## src/rtl/pipeline_ctrl_pkg.sv

```systemverilog
// Shared pipeline-control definitions: FSM state encoding, register-zero
// constant, default stall-sequencing parameters and counter widths.
// Imported by the hazard controller and its load-use compare.
package pipeline_ctrl_pkg;

    typedef enum logic [1:0] {
        RUN        = 2'd0,
        LOAD_STALL = 2'd1,
        MEM_WAIT   = 2'd2
    } state_e;

    localparam logic [4:0] REG_ZERO = 5'd0;

    localparam int DEF_LOAD_BUBBLES = 1;
    localparam int DEF_MAX_WAIT     = 255;

    localparam int BUB_W  = 3;
    localparam int WAIT_W = 8;

endpackage : pipeline_ctrl_pkg

```

## src/rtl/load_use_detector.sv

```systemverilog
// Purpose: flags a load in EX whose destination feeds the instruction in ID.
// Latency: purely combinational, same cycle.
// Backpressure: none; the result is consumed by the hazard FSM.
//
// Ports:
//   id_rs_i, id_rt_i     source fields of the ID instruction
//   id_uses_rt_i         ID instruction actually reads rt
//   ex_mem_read_i        EX instruction is a load
//   ex_write_reg_i       destination register of the EX instruction
//   load_use_o           stall required
module load_use_detector
    import pipeline_ctrl_pkg::*;
(
    input  logic [4:0] id_rs_i,
    input  logic [4:0] id_rt_i,
    input  logic       id_uses_rt_i,
    input  logic       ex_mem_read_i,
    input  logic [4:0] ex_write_reg_i,
    output logic       load_use_o
);

    logic rs_hit;
    logic rt_hit;

    assign rs_hit = (ex_write_reg_i == id_rs_i);
    // An rt match only matters when the ID instruction really reads rt
    // (stores and R-types do, I-type ALU ops do not).
    assign rt_hit = id_uses_rt_i & (ex_write_reg_i == id_rt_i);

    // $0 is hard-wired, so a load into it can never create a dependency.
    assign load_use_o = ex_mem_read_i & (ex_write_reg_i != REG_ZERO) & (rs_hit | rt_hit);

endmodule : load_use_detector

```

## src/rtl/hazard_stall_controller.sv

```systemverilog
// Purpose: central hazard sequencer (load-use bubbles, branch/jump flush, data-memory wait).
// Latency: control outputs are Mealy (same cycle); state updates on the falling clk edge.
// Backpressure: MemBusy freezes EX/MEM onward and stalls PC/IF/ID until ready or MAX_WAIT timeout.
//
// Ports:
//   clk, reset (async, active-low)
//   in_ID_rs/rt/UsesRt/Jump       ID-stage fields
//   in_EX_MemRead/WriteRegister   EX-stage load information
//   in_EX_BranchTaken             branch resolved taken in EX
//   in_MemBusy                    data memory not ready
//   out_PCWrite, out_IFID_Write   front-end load enables
//   out_IFID_Flush, out_IDEX_Flush, out_EXMEM_Hold   pipeline register controls
//   out_MemTimeout                sticky memory timeout flag
//   out_StallCycles               saturating count of PCWrite=0 cycles
module hazard_stall_controller
    import pipeline_ctrl_pkg::*;
#(
    parameter int NBits        = 32,
    parameter int LOAD_BUBBLES = DEF_LOAD_BUBBLES,
    parameter int MAX_WAIT     = DEF_MAX_WAIT,
    parameter int CNT_W        = 16
) (
    input  logic             clk,
    input  logic             reset,
    input  logic [4:0]       in_ID_rs,
    input  logic [4:0]       in_ID_rt,
    input  logic             in_ID_UsesRt,
    input  logic             in_ID_Jump,
    input  logic             in_EX_MemRead,
    input  logic [4:0]       in_EX_WriteRegister,
    input  logic             in_EX_BranchTaken,
    input  logic             in_MemBusy,
    output logic             out_PCWrite,
    output logic             out_IFID_Write,
    output logic             out_IFID_Flush,
    output logic             out_IDEX_Flush,
    output logic             out_EXMEM_Hold,
    output logic             out_MemTimeout,
    output logic [CNT_W-1:0] out_StallCycles
);

    localparam logic [BUB_W-1:0]  LB_FIRST_RELOAD = BUB_W'(LOAD_BUBBLES - 1);
    localparam logic [WAIT_W-1:0] MAX_WAIT_C      = WAIT_W'(MAX_WAIT);

    // NBits only keeps the instance shape uniform with the datapath blocks.
    logic nbits_unused;
    assign nbits_unused = (NBits > 0);

    // ------------------------------------------------------------------
    // State
    // ------------------------------------------------------------------
    state_e              state_q, state_d;
    logic [BUB_W-1:0]    bub_q, bub_d;
    logic [WAIT_W-1:0]   wait_q, wait_d;
    logic [BUB_W-1:0]    ret_q, ret_d;
    logic                timeout_q;
    logic                ignore_busy_q, ignore_busy_d;
    logic [CNT_W-1:0]    stall_q, stall_d;

    logic                load_use;
    logic                busy;
    logic                timeout_set;
    logic                enter_wait;
    state_e              eff_state;
    logic [BUB_W-1:0]    eff_bub;
    logic [WAIT_W-1:0]   wait_inc;

    logic pc_write, ifid_write, ifid_flush, idex_flush, exmem_hold;

    load_use_detector u_load_use (
        .id_rs_i        (in_ID_rs),
        .id_rt_i        (in_ID_rt),
        .id_uses_rt_i   (in_ID_UsesRt),
        .ex_mem_read_i  (in_EX_MemRead),
        .ex_write_reg_i (in_EX_WriteRegister),
        .load_use_o     (load_use)
    );

    // After a timeout the stuck MemBusy is masked for one cycle so the
    // pipeline can make forward progress instead of re-entering the wait.
    assign busy     = in_MemBusy & ~ignore_busy_q;
    assign wait_inc = wait_q + WAIT_W'(1);

    // ------------------------------------------------------------------
    // Next-state and Mealy output decode
    // ------------------------------------------------------------------
    always_comb begin
        state_d       = state_q;
        bub_d         = bub_q;
        wait_d        = '0;
        ret_d         = ret_q;
        ignore_busy_d = 1'b0;
        timeout_set   = 1'b0;
        enter_wait    = 1'b0;

        pc_write   = 1'b1;
        ifid_write = 1'b1;
        ifid_flush = 1'b0;
        idex_flush = 1'b0;
        exmem_hold = 1'b0;

        // The cycle MemBusy drops, EX/MEM is free to advance, so that cycle
        // already behaves like the state being resumed: either the first of
        // the remaining load bubbles or a normal RUN cycle.
        eff_state = state_q;
        eff_bub   = bub_q;
        if ((state_q == MEM_WAIT) && !busy) begin
            eff_state = (ret_q != '0) ? LOAD_STALL : RUN;
            eff_bub   = ret_q;
            ret_d     = '0;
            state_d   = eff_state;
        end

        case (eff_state)
            RUN: begin
                if (busy) begin
                    enter_wait = 1'b1;
                    ret_d      = '0;
                end else if (in_EX_BranchTaken) begin
                    ifid_flush = 1'b1;
                    idex_flush = 1'b1;
                end else if (in_ID_Jump) begin
                    ifid_flush = 1'b1;
                end else if (load_use) begin
                    pc_write   = 1'b0;
                    ifid_write = 1'b0;
                    idex_flush = 1'b1;
                    if (LOAD_BUBBLES > 1) begin
                        bub_d   = LB_FIRST_RELOAD;
                        state_d = LOAD_STALL;
                    end
                end
            end

            LOAD_STALL: begin
                if (busy) begin
                    // Park the remaining bubble count until memory returns.
                    enter_wait = 1'b1;
                    ret_d      = eff_bub;
                end else if (in_EX_BranchTaken) begin
                    // The stalled ID instruction is on the wrong path anyway.
                    ifid_flush = 1'b1;
                    idex_flush = 1'b1;
                    bub_d      = '0;
                    state_d    = RUN;
                end else begin
                    pc_write   = 1'b0;
                    ifid_write = 1'b0;
                    idex_flush = 1'b1;
                    bub_d      = (eff_bub != '0) ? eff_bub - BUB_W'(1) : '0;
                    state_d    = (eff_bub <= BUB_W'(1)) ? RUN : LOAD_STALL;
                end
            end

            MEM_WAIT: begin
                // Only reached with MemBusy high; EX is frozen so a branch
                // indication here is stale and ignored.
                pc_write   = 1'b0;
                ifid_write = 1'b0;
                exmem_hold = 1'b1;
                if (wait_inc >= MAX_WAIT_C) begin
                    timeout_set   = 1'b1;
                    ignore_busy_d = 1'b1;
                    ret_d         = '0;
                    state_d       = RUN;
                end else begin
                    wait_d = wait_inc;
                end
            end

            default: begin
                state_d = RUN;
                bub_d   = '0;
                ret_d   = '0;
            end
        endcase

        // Common entry into the memory wait: this cycle is wait cycle 1.
        if (enter_wait) begin
            pc_write   = 1'b0;
            ifid_write = 1'b0;
            idex_flush = 1'b0;
            exmem_hold = 1'b1;
            if (MAX_WAIT_C <= WAIT_W'(1)) begin
                timeout_set   = 1'b1;
                ignore_busy_d = 1'b1;
                ret_d         = '0;
                state_d       = RUN;
            end else begin
                wait_d  = WAIT_W'(1);
                state_d = MEM_WAIT;
            end
        end

        stall_d = stall_q;
        if (!pc_write && !(&stall_q)) begin
            stall_d = stall_q + CNT_W'(1);
        end
    end

    // ------------------------------------------------------------------
    // State registers: falling edge, in step with the pipeline registers
    // ------------------------------------------------------------------
    always_ff @(negedge clk or negedge reset) begin
        if (!reset) begin
            state_q       <= RUN;
            bub_q         <= '0;
            wait_q        <= '0;
            ret_q         <= '0;
            timeout_q     <= 1'b0;
            ignore_busy_q <= 1'b0;
            stall_q       <= '0;
        end else begin
            state_q       <= state_d;
            bub_q         <= bub_d;
            wait_q        <= wait_d;
            ret_q         <= ret_d;
            timeout_q     <= timeout_q | timeout_set;
            ignore_busy_q <= ignore_busy_d;
            stall_q       <= stall_d;
        end
    end

    // While reset is low every pipeline control is held inactive.
    assign out_PCWrite     = reset & pc_write;
    assign out_IFID_Write  = reset & ifid_write;
    assign out_IFID_Flush  = reset & ifid_flush;
    assign out_IDEX_Flush  = reset & idex_flush;
    assign out_EXMEM_Hold  = reset & exmem_hold;
    assign out_MemTimeout  = timeout_q;
    assign out_StallCycles = stall_q;

endmodule : hazard_stall_controller

```

## config.mk

```make
export PLATFORM = sky130hd
export DESIGN_NAME = hazard_stall_controller
export DESIGN_NICKNAME = d
export VERILOG_FILES = /design/src/rtl/pipeline_ctrl_pkg.sv /design/src/rtl/load_use_detector.sv /design/src/rtl/hazard_stall_controller.sv
export SDC_FILE = /design/constraint.sdc
export NUM_CORES = 1
export LEC_CHECK = 0
export BUFFER_PORTS_ARGS = -buffer_cell sky130_fd_sc_hd__buf_2
export CAP_MARGIN = 20
export CELL_PAD_IN_SITES_DETAIL_PLACEMENT = 2
export CELL_PAD_IN_SITES_GLOBAL_PLACEMENT = 2
export CORE_MARGIN = 3
export CORE_UTILIZATION = 32
export CTS_CLUSTER_DIAMETER = 200
export CTS_CLUSTER_SIZE = 25
export DETAILED_ROUTE_END_ITERATION = 6
export GPL_TIMING_DRIVEN = 0
export PLACE_DENSITY_LB_ADDON = 0.25
export SYNTH_ARGS = -nofsm -noshare
export SYNTH_HDL_FRONTEND = slang
export SYNTH_SLANG_ARGS = --single-unit
```

## constraint.sdc

```tcl
create_clock -name clk -period 2.8 [get_ports clk]
set_input_delay 0.14 -clock clk [delete_from_list [all_inputs] [get_ports clk]]
set_output_delay 0.14 -clock clk [all_outputs]
set_load 0.02 [all_outputs]
```

-- Word level (Yosys, flattened, before mapping)
Cells that the tools add are included.
- $add $sub $neg: 3
- $lt $le $gt $ge: 2
- eq/ne operators: 6
- mux-type cells: 47
- bitwise logic cells: 12
- reduce and logical (&&, ||, !) cells: 13
- operator list (cell ; count):
    $mux W1 ; 26
    $mux W3 ; 8
    $mux W8 ; 3
    $add A16 B1 Y16 const B ; 1
    $reduce_and A16 Y1 ; 1
    $eq A5 B5 Y1 ; 2
    $pmux W3 S3 ; 1
    $add A8 B1 Y8 const B ; 1
    $and A1 B1 Y1 ; 8
    $ge A8 B8 Y1 const B ; 1
    $mux W2 ; 4
    $pmux W2 S3 ; 1
    $pmux W3 S2 ; 1
    $reduce_bool A3 Y1 ; 2
    $reduce_bool A5 Y1 ; 1
    $eq A2 B2 Y1 const B ; 2
    $pmux W1 S2 ; 2
    $reduce_or A2 Y1 ; 2
    $le A3 B1 Y1 const B ; 1
    $logic_not A1 Y1 ; 3
    $pmux W1 S3 ; 1
    $sub A3 B1 Y3 const B ; 1
    $eq A2 B1 Y1 const B ; 1
    $logic_and A1 B1 Y1 ; 2
    5 further kinds ; 7
- register bits: 34
- bits of input ports: 22
- output and inout bits: 22
- word-level logic and storage cells: 90

-- Depth between registers and ports, before layout
Gate-level depths: netlist (run 1).
- depth in word-level cells: 12
- gate-level depth with buffers: 9
- depth with buffers taken out: 8

-- By module
Synthesis (run 1) repeated with hierarchy kept, for this count alone.
- cell total of the unflattened synthesis: 221
- area, all modules: 2011.9 sq um
- modules (own cells, without submodules) (module ; instances ; cells each ; area an instance (sq um) ; sequential area each (sq um)):
    hazard_stall_controller ; 1 ; 204 ; 1879.3 ; 850.8
    load_use_detector ; 1 ; 17 ; 132.6 ; 0.0

==> metrics.txt, run 1 <==
setup repair after global routing missed its margin=yes; arrival time worst endpoint=between 3 and 4 ns; clk sink count=34; Routed WL per cell=a little under 20 µm; Die Span X=83.6 µm; detailed-routing iteration count for the pre-antenna-repair pass=4; Remaining Overflow, GRT=0; initial cell density of the core=0.340; most frequent cells in the layout=sky130_fd_sc_hd__buf_2 (39), sky130_fd_sc_hd__dfrtn_1 (34), sky130_fd_sc_hd__nand2_1 (22), sky130_fd_sc_hd__xnor2_1 (16); number of max-cap violations=0; Via Count=between 1500 and 2000; cell area after synthesis=roughly 1900 µm²; pin count of the biggest net entering global routing=38; total design power=1.48 mW; CP Capture Type=output port; cell count after synthesis=a little over 200; worst setup skew after layout=roughly 0.0085 ns; violated checks=negative setup slack; Top Family by Delay on Critical Path=compound AO/OA/AOI/OAI gates; Worst-path clk slew=approximately 0.050 ns; class of the tightest hold or removal check=flip-flop to flip-flop; Die Area=6990 µm²; Slowest-stage cell, CP=sky130_fd_sc_hd__dfrtn_1; buffers from clock root to sink, at most=2; global placement routability congestion=between 0.7 and 0.8; Mapped Nets=between 200 and 250; final antenna-violating net count=0; Slew Limit Headroom=0.425; Setup TNS=-7.27 ns; Vias/cell=5.31; total length of routed wires=roughly 6600 µm; CTS Hold Buffers Added=0; Yosys reg bits=34; number of antenna violations at the first check in global routing=0; FF/Latch Area=851 µm²; Final Hold Viols=0; CTS tree=built; largest driver fanout on the critical path=2; all-layer global routing usage=0.183; clock latency on the worst-skew pair=0.30 ns; Yosys Warn Count=0; WP data required=about 2.7 ns; multi-input logic area=~1200 µm²; number of slew-limit violations in the final report=0; Static Leak=1.21 nW; Syn Area/Cell=between 9 and 10 µm²; Worst Slack Setup Final=-0.502 ns; number of H-tree branching levels=2; Register-to-Register Path Depth=8; Layout Utilization=0.466; height of the die=83.6 µm; result of the run=finished, violations left; slew at the pin closest to its max-slew limit=roughly 0.86 ns; Critical path buffers and inverters=2; global-route wire length before repair=about 10000 µm; Hold Worst Slack=0.418 ns; Placed Instances=about 320; Clk Tree Root Cell=sky130_fd_sc_hd__clkbuf_8; standard-cell rows=27; largest stage delay on the critical path=0.36 ns; CTS Buf Count=5; total number of cells along the worst setup path=7; IO Pins=between 40 and 50; portion of the post-synthesis area used by sequential elements=0.441; Port-buffer cells=43; detailed placement HPWL=4150 µm; maximum VDD drop=303 µV; proportion of layout cells with a drive suffix above 1=0.375; DRC=0; worst-path cell chain=and2b_4 > nor2_4 > a221oi_4 > o21ai_2 > a21boi_2 > buf_4 > buf_6; Hold Path Stages=1; number of nets in the layout=between 200 and 300; Antenna diodes=0; count of cell types in the netlist=40; DRC violation total after the first TritonRoute iteration=roughly 120; final-report setup violation count=21; layout-stage area growth over the synthesis result=37.3%; CP Class=flip-flop to output port; number of global-route vias before repair=2000; Core ar.=roughly 5700 µm²; most common library cell in the layout ignoring fill and taps=sky130_fd_sc_hd__buf_2; Finished Layout Cells=roughly 340; Critical Path Source Type=flip-flop; PwrDens=560 nW/µm²; Filler Cells Inserted=620
==> synth_stat cells, drive strengths merged <==
master / instances / share of area
dfrtn: 34 / 0.44
nand2: 23 / 0.045
xnor2: 23 / 0.10
nor2: 14 / 0.027
nand3: 12 / 0.031
a21oi: 9 / 0.023
inv: 8 / 0.016
nand4: 8 / 0.026
nor3: 8 / 0.021
xor2: 6 / 0.027
ha: 5 / 0.032
o21ai: 5 / 0.013
o22ai: 5 / 0.016
and3: 4 / 0.013
nand2b: 4 / 0.013
a22oi: 3 / 0.012
a31oi: 3 / 0.0097
and2: 3 / 0.0097
clkbuf: 3 / 0.0058
a21boi: 2 / 0.0078
a22o: 2 / 0.0091
and2b: 2 / 0.0091
buf: 2 / 0.0097
or4: 2 / 0.0084
a211oi: 1 / 0.0039
a221oi: 1 / 0.0078
a32o: 1 / 0.0052
and4: 1 / 0.0052
mux2: 1 / 0.0058
nand4b: 1 / 0.0045
nor2b: 1 / 0.0032
nor3b: 1 / 0.0039
o211ai: 1 / 0.0039
o21bai: 1 / 0.0039
o31ai: 1 / 0.011
or2: 1 / 0.0032
or2b: 1 / 0.0045
or3: 1 / 0.0032
==> sequential cells by signal, summed over array words and instances (netlist names) <==
register         cells
ignore_busy_q        1
state_q              2
bub_q                3
out_MemTimeout       1
out_StallCycles     16
ret_q                3
wait_q               8
==> metrics by stage <==
stage / setup WS [ns] / instance area (µm²)
floorplan: -0.328 / 1950
global placement: -0.665 / 2260
detailed placement: -0.702 / 2260
CTS: -0.507 / 2510
global route: -0.563 / 2650
finish: -0.502 / 2650
==> routing by layer <==
layer,GRT usage,vias up,routed length (µm)
li1,-,846,-
met2,0.333,39,3370
met4,0.0439,0,49
met3,0.0355,5,222
met5,0,-,0
met1,0.220,910,2920
==> final timing paths <==
kind | slack, ns | startpoint | endpoint
hold / removal | 0.42 | out_MemTimeout | out_MemTimeout
setup reg to reg | 0.35 | wait_q[0] | state_q[1]
min in group asynchronous | 1.23 | reset | bub_q[2]
hold reg to reg | 0.42 | out_MemTimeout | out_MemTimeout
max in group asynchronous | 0.99 | reset | out_StallCycles[13]
setup / recovery | -0.50 | ignore_busy_q | out_IFID_Write
==> logic make-up after synthesis <==
kind of cell / count (synthesis) / synth area share
compound gates: 35 / 0.127
xor+xnor: 29 / 0.132
fa+ha+maj: 5 / 0.0324
buf+inv: 13 / 0.0311
flops: 34 / 0.441
mux: 1 / 0.00584
simple gates: 87 / 0.231
==> power breakdown <==
part | internal (mW) | switching (mW)
logic | 0.163 | 0.229
clock network | 0.265 | 0.196
registers | 0.555 | 0.0756
==> area by class of cell <==
type                            instances  area share
Multi-Input combinational cell        157       0.445
Sequential cell                        34       0.321
Timing Repair Buffer                   55       0.125
Tap cell                               72      0.0340
Clock buffer                            5      0.0260
Buffer                                  5      0.0208
Clock inverter                          3      0.0170
Inverter                                8      0.0113
==> timing repair <==
item,CTS,global route
resized for setup,20,19
pin swaps,7,9
endpoints found under the setup margin,23,23
setup buffers,8,4
Note: power is estimated with default switching activity, not from simulation.
==> run 2: changes to the inputs <==
CORE_MARGIN = 2   (was 3)
==> metrics.txt, run 2 (synthesis results as in run 1) <==
result of the run=finished, violations left (unchanged); violated checks=negative setup slack (unchanged); Slowest-stage cell, CP=sky130_fd_sc_hd__or4_4 (was sky130_fd_sc_hd__dfrtn_1); timing endpoint of the critical path=out_StallCycles[14] (was out_IFID_Write); worst setup skew after layout=0.00636 ns (was 0.00855 ns); dominant cell type by count on the critical path=sky130_fd_sc_hd__buf_4; setup repair after global routing missed its margin=yes (unchanged); CP Capture Type=flip-flop (was output port); arrival time worst endpoint=2.17 ns (was 3.16 ns); Finished Layout Cells=349 (was 339); number of global-route vias before repair=2024 (was 2000); WP data required=1.55 ns (was 2.66 ns); Die Span X=81.6 µm (was 83.6 µm); Worst-path clk slew=0.05 ns (about the same); number of flip-flops in the largest register=16 (unchanged); DRC violation total after the first TritonRoute iteration=39 (was 117); global-route wire length before repair=10600 µm (was 10400 µm); number of max-cap violations=0 (unchanged); combinational cell fraction of total power=0.298 (was 0.264); largest stage delay on the critical path=0.55 ns (was 0.36 ns); layout-stage area growth over the synthesis result=48.2% (was 37.3%); number of H-tree branching levels=2 (unchanged); CTS Buf Count=5 (unchanged); Final Hold Viols=0 (unchanged); Routed WL per cell=22.7 µm (was 19.3 µm); Slew Limit Headroom=0.425 (about the same); clk sink count=34 (unchanged); maximum VDD drop=440 µV (was 303 µV); CP Class=primary input to flip-flop (was flip-flop to output port); Critical path buffers and inverters=5 (was 2); Switching Share=0.367 (was 0.338); number of nets in the layout=300 (was 293); global placement routability congestion=0.717 (was 0.754); Worst Setup Slack post-DPL=-0.699 ns (was -0.702 ns); IO Pins=44 (unchanged); proportion of layout cells with a drive suffix above 1=0.438 (was 0.375); r2r startpoint=out_StallCycles[0] (was wait_q[0]); final-report setup violation count=21 (unchanged); PwrDens=517 nW/µm² (was 560 nW/µm²); Register-to-Register Path Depth=9 (was 8); all-layer global routing usage=0.215 (was 0.183); slew at the pin closest to its max-slew limit=0.862 ns (about the same); initial cell density of the core=0.328 (was 0.340); largest driver fanout on the critical path=7 (was 2); Via Count=1887 (was 1800); Die Area=6660 µm² (was 6990 µm²); worst-path cell chain=buf_8 > or4_4 > nor2_4 > nor3b_4 > a221oi_4 > buf_4 > buf_6 > o31ai_4 > buf_12 > buf_4 > nand4_1 > xnor2_1 (was and2b_4 > nor2_4 > a221oi_4 > o21ai_2 > a21boi_2 > buf_4 > buf_6); CTS tree=built (unchanged); detailed-routing iteration count for the pre-antenna-repair pass=4 (unchanged); final antenna-violating net count=0 (unchanged); sw power=542 µW (was 501 µW); detailed placement HPWL=4010 µm (was 4150 µm); Remaining Overflow, GRT=0 (unchanged); Hold Path Stages=1 (unchanged); CTS Hold Buffers Added=0 (unchanged); DRC=0 (unchanged); Antenna diodes=0 (unchanged); Top Family by Delay on Critical Path=simple AND/OR/NAND/NOR gates (was compound AO/OA/AOI/OAI gates); most common library cell in the layout ignoring fill and taps=sky130_fd_sc_hd__buf_2 (unchanged); Static Leak=1.31 nW (was 1.21 nW); Core ar.=5890 µm² (was 5680 µm²); Reg-to-Reg End=out_StallCycles[14] (was state_q[1]); total length of routed wires=7910 µm (was 6560 µm); share of power burned in registers=0.431 (was 0.425); pin count of the biggest net entering global routing=38 (unchanged); total number of cells along the worst setup path=12 (was 7); number of slew-limit violations in the final report=0 (unchanged); start point of the worst hold path=out_StallCycles[4] (was out_MemTimeout); most frequent cells in the layout=sky130_fd_sc_hd__buf_2 (35), sky130_fd_sc_hd__dfrtn_1 (34), sky130_fd_sc_hd__nand2_1 (17), sky130_fd_sc_hd__buf_4 (16), sky130_fd_sc_hd__xnor2_1 (15) (was sky130_fd_sc_hd__buf_2 (39), sky130_fd_sc_hd__dfrtn_1 (34), sky130_fd_sc_hd__nand2_1 (22), sky130_fd_sc_hd__xnor2_1 (16)); Worst Slack Setup Final=-0.619 ns (was -0.502 ns); clock power share=0.271 (was 0.311); standard-cell rows=28 (was 27); CP Launch Point=in_EX_WriteRegister[4] (was ignore_busy_q); height of the die=81.6 µm (was 83.6 µm); Filler Cells Inserted=602 (was 620); number of antenna violations at the first check in global routing=0 (unchanged); Vias/cell=5.41 (was 5.31); setup slack of the most critical reg-to-reg path=0.15 ns (was 0.35 ns); Critical Path Source Type=primary input (was flip-flop); internal power=935 µW (was 982 µW); Placed Instances=322 (was 319); class of the tightest hold or removal check=flip-flop to flip-flop (unchanged); Clk Tree Root Cell=sky130_fd_sc_hd__clkbuf_8 (unchanged); Port-buffer cells=43 (unchanged); clock latency on the worst-skew pair=0.30 ns (about the same); buffers from clock root to sink, at most=2 (unchanged)
run 2: metrics by stage:
step / hold slack [ns] / setup TNS, ns / instance area (µm²) / util / power [mW]
after floorplan: 0.385 / -4.69 / 1950 / - / 0.846
after global placement: 0.408 / -11.40 / 2260 / 0.385 / 0.972
after detailed placement: 0.454 / -11.67 / 2260 / 0.385 / 0.984
after CTS: 0.462 / -7.31 / 2720 / 0.462 / 1.44
after global routing: 0.491 / -11.53 / 2860 / 0.485 / 1.56
final: 0.471 / -10.46 / 2860 / 0.485 / 1.48
run 2: area by class of cell:
class                   instances  area, µm²  area share
clock buffers                   6       82.6      0.0289
repair buffers                 62        448       0.157
well taps                      75       93.8      0.0329
inverters                       8       30.0      0.0105
flip-flops and latches         34        851       0.298
multi-input cells             157       1290       0.453
clock inverters                 2       12.5     0.00438
plain buffers                   5       45.0      0.0158
run 2: worst min path at each step:
stage / endpoint / slack, ns
detailed placement: out_StallCycles[10] / 0.45
floorplan: wait_q[0] / 0.38
global route: wait_q[0] / 0.49
finish: out_StallCycles[4] / 0.47
global placement: wait_q[0] / 0.41
CTS: out_StallCycles[10] / 0.46
run 2: power by group through the flow:
stage               Clock [mW]  Sequential [mW]  Combinational [mW]
floorplan                    0            0.682               0.164
global route             0.430            0.648               0.483
detailed placement           0            0.635               0.349
CTS                      0.409            0.630               0.401
global placement             0            0.632               0.339
finish                   0.400            0.637               0.440
run 2: timing repair:
item | in CTS | in global routing
gates resized for setup | 58 | 20
setup endpoints to repair | 21 | 23
setup buffers | 13 | 7
pin swaps | 22 | 8
cloned | 1 | 0
run 2: per-layer routing:
| metal | wire length [µm] | track usage | vias to the layer above |
|---|---|---|---|
| met1 | 3160 | 0.256 | 945 |
| met3 | 387 | 0.0560 | 24 |
| li1 | - | - | 853 |
| met2 | 4040 | 0.380 | 65 |
| met4 | 316 | 0.0650 | 0 |
| met5 | 0 | 0 | - |
==> run 3: changes to the inputs <==
--- a/config.mk
+++ b/config.mk
@@ -18,2 +18,3 @@
 export PLACE_DENSITY_LB_ADDON = 0.25
+export SLEW_MARGIN = 40
 export SYNTH_ARGS = -nofsm -noshare
==> constraint.sdc (replaced) <==
create_clock -name clk -period 2.8 [get_ports clk]
set_input_delay 0.56 -clock clk [delete_from_list [all_inputs] [get_ports clk]]
set_output_delay 0.56 -clock clk [all_outputs]
set_load 0.02 [all_outputs]
==> metrics.txt, run 3 (synthesis results as in run 1) <==
Remaining Overflow, GRT=0 (unchanged); largest stage delay on the critical path=0.49 ns (was 0.55 ns); all-layer global routing usage=0.280 (was 0.215); number of max-cap violations=0 (unchanged); Core ar.=5890 µm² (unchanged); buffers from clock root to sink, at most=2 (unchanged); WP data required=2.24 ns (was 1.55 ns); worst setup skew after layout=0.00742 ns (was 0.00636 ns); multi-input logic area=1330 µm² (was 1290 µm²); Vias/cell=5.40 (was 5.41); Die Area=6660 µm² (unchanged); Setup TNS=-19.63 ns (was -10.46 ns); setup repair after global routing missed its margin=yes (unchanged); CTS tree=built (unchanged); result of the run=finished, violations left (unchanged); number of antenna violations at the first check in global routing=0 (unchanged); share of power burned in registers=0.361 (was 0.431); number of H-tree branching levels=2 (unchanged); Top Family by Delay on Critical Path=compound AO/OA/AOI/OAI gates (was simple AND/OR/NAND/NOR gates); global placement routability congestion=0.758 (was 0.717); internal power=1.08 mW (was 935 µW); violated checks=negative setup slack (unchanged); Port-buffer cells=43 (unchanged); CTS Hold Buffers Added=0 (unchanged); DRC violation total after the first TritonRoute iteration=98 (was 39); final-report setup violation count=46 (was 21); detailed placement HPWL=4110 µm (was 4010 µm); Filler Cells Inserted=584 (was 602); Slowest-stage cell, CP=sky130_fd_sc_hd__dfrtn_1 (was sky130_fd_sc_hd__or4_4); clock latency on the worst-skew pair=0.31 ns (was 0.30 ns); height of the die=81.6 µm (unchanged); maximum VDD drop=471 µV (was 440 µV); number of slew-limit violations in the final report=0 (unchanged); clk sink count=34 (unchanged); sw power=623 µW (was 542 µW); detailed-routing iteration count for the pre-antenna-repair pass=4 (unchanged); total length of routed wires=10400 µm (was 7910 µm); worst-path cell chain=or2b_4 > nor2_4 > a221oi_4 > o21ai_2 > a21boi_2 > buf_4 > buf_6 (was buf_8 > or4_4 > nor2_4 > nor3b_4 > a221oi_4 > buf_4 > buf_6 > o31ai_4 > buf_12 > buf_4 > nand4_1 > xnor2_1); Antenna diodes=0 (unchanged); DP Area=2330 µm² (was 2260 µm²); CP Class=flip-flop to output port (was primary input to flip-flop); final antenna-violating net count=0 (unchanged); Finished Layout Cells=381 (was 349); combinational cell fraction of total power=0.400 (was 0.298); Critical path buffers and inverters=2 (was 5); Die Span X=81.6 µm (unchanged); CP Capture Type=output port (was flip-flop); standard-cell rows=28 (unchanged); IO Pins=44 (unchanged); Routed WL per cell=27.4 µm (was 22.7 µm); most frequent cells in the layout=sky130_fd_sc_hd__buf_4 (45), sky130_fd_sc_hd__dfrtn_1 (34), sky130_fd_sc_hd__buf_6 (33), sky130_fd_sc_hd__xnor2_1 (19) (was sky130_fd_sc_hd__buf_2 (35), sky130_fd_sc_hd__dfrtn_1 (34), sky130_fd_sc_hd__nand2_1 (17), sky130_fd_sc_hd__buf_4 (16), sky130_fd_sc_hd__xnor2_1 (15)); final cell area excluding filler cells=3260 µm² (was 2860 µm²); Placed Instances=322 (unchanged); largest driver fanout on the critical path=2 (was 7); initial cell density of the core=0.328 (unchanged); pin count of the biggest net entering global routing=38 (unchanged); arrival time worst endpoint=3.32 ns (was 2.17 ns); Clk Tree Root Cell=sky130_fd_sc_hd__clkbuf_8 (unchanged); layout-stage area growth over the synthesis result=69.1% (was 48.2%); CTS Buf Count=5 (unchanged); Worst Setup Slack post-DPL=-1.09 ns (was -0.699 ns); number of nets in the layout=332 (was 300); clock power share=0.239 (was 0.271); DRC=0 (unchanged); Static Leak=1.46 nW (was 1.31 nW); number of flip-flops in the largest register=16 (unchanged); FF/Latch Area=851 µm² (unchanged); PwrDens=522 nW/µm² (was 517 nW/µm²); Via Count=2056 (was 1887); proportion of layout cells with a drive suffix above 1=0.539 (was 0.438); Final Hold Viols=0 (unchanged); global-route wire length before repair=13500 µm (was 10600 µm); Worst Slack Setup Final=-1.08 ns (was -0.619 ns); Slew Limit Headroom=0.630 (was 0.425); Switching Share=0.366 (was 0.367); most common library cell in the layout ignoring fill and taps=sky130_fd_sc_hd__buf_4 (was sky130_fd_sc_hd__buf_2); Critical Path Source Type=flip-flop (was primary input); slew at the pin closest to its max-slew limit=0.553 ns (was 0.862 ns); total design power=1.70 mW (was 1.48 mW); class of the tightest hold or removal check=flip-flop to flip-flop (unchanged); Worst-path clk slew=0.06 ns (was 0.05 ns); number of global-route vias before repair=2319 (was 2024)
-- run 3: cell types whose count changed in the layout (fill, tap and decap cells not counted), moves of 3 or more --
cell	previous run	this run
sky130_fd_sc_hd__buf_4	16	45
sky130_fd_sc_hd__xnor2_2	8	3
sky130_fd_sc_hd__nand2_4	5	1
sky130_fd_sc_hd__buf_2	35	17
sky130_fd_sc_hd__xnor2_1	15	19
sky130_fd_sc_hd__nand2_2	0	4
sky130_fd_sc_hd__buf_6	9	33
sky130_fd_sc_hd__nand3_2	3	6
-- run 3: per-stage QoR --
stage | hold WS, ns | util
after detailed placement | 0.416 | 0.395
after global placement | 0.404 | 0.395
final | 0.459 | 0.554
after floorplan | 0.385 | -
after global routing | 0.475 | 0.554
after CTS | 0.432 | 0.503
-- run 3: worst paths after layout --
kind | slack, ns | depth (start not counted) | startpoint | end
worst max-delay path | -1.08 | 7 | state_q[0] | out_PCWrite
worst min register to register | 0.46 | 1 | out_MemTimeout | out_MemTimeout
max in group asynchronous | 0.90 | 1 | reset | out_StallCycles[0]
worst min-delay path | 0.46 | 1 | out_MemTimeout | out_MemTimeout
min in group asynchronous | 1.51 | 1 | reset | bub_q[0]
worst max register to register | 0.11 | 8 | out_StallCycles[0] | out_StallCycles[1]
-- run 3: routing by layer --
metal	global-route usage	up-vias	wire (µm)
met5	0	-	0
met3	0.0604	19	350
li1	-	918	-
met4	0.110	0	254
met1	0.310	1067	4360
met2	0.520	52	5470
-- run 3: power by group through the flow --
stage / clock network (mW) / logic (mW) / registers, mW
floorplan: 0 / 0.172 / 0.682
global placement: 0 / 0.347 / 0.635
global route: 0.436 / 0.711 / 0.619
finish: 0.407 / 0.681 / 0.615
detailed placement: 0 / 0.363 / 0.639
CTS: 0.401 / 0.577 / 0.605
-- run 3: area by class of cell --
class,instances,area share
multi-input cells,157,0.408
clock buffers,7,0.0265
well taps,75,0.0288
plain buffers,5,0.0192
clock inverters,1,0.00153
flip-flops and latches,34,0.261
inverters,8,0.00921
repair buffers,94,0.246
-- run 3: worst register-to-register path, delay by kind of cell, from the launching register on --
| family | cells | cell delay, ns |
|---|---|---|
| simple gates | 3 | 1.06 |
| flops | 1 | 0.45 |
| buf+inv | 2 | 0.34 |
| fa+ha+maj | 1 | 0.29 |
| mux | 1 | 0.26 |
| compound gates | 1 | 0.14 |
-- run 3: what timing repair did --
item	4_1_cts	5_1_grt
buffers inserted	33	18
cloned	1	1
pin swaps	15	9
setup endpoints to repair	40	54
gates resized for setup	80	41
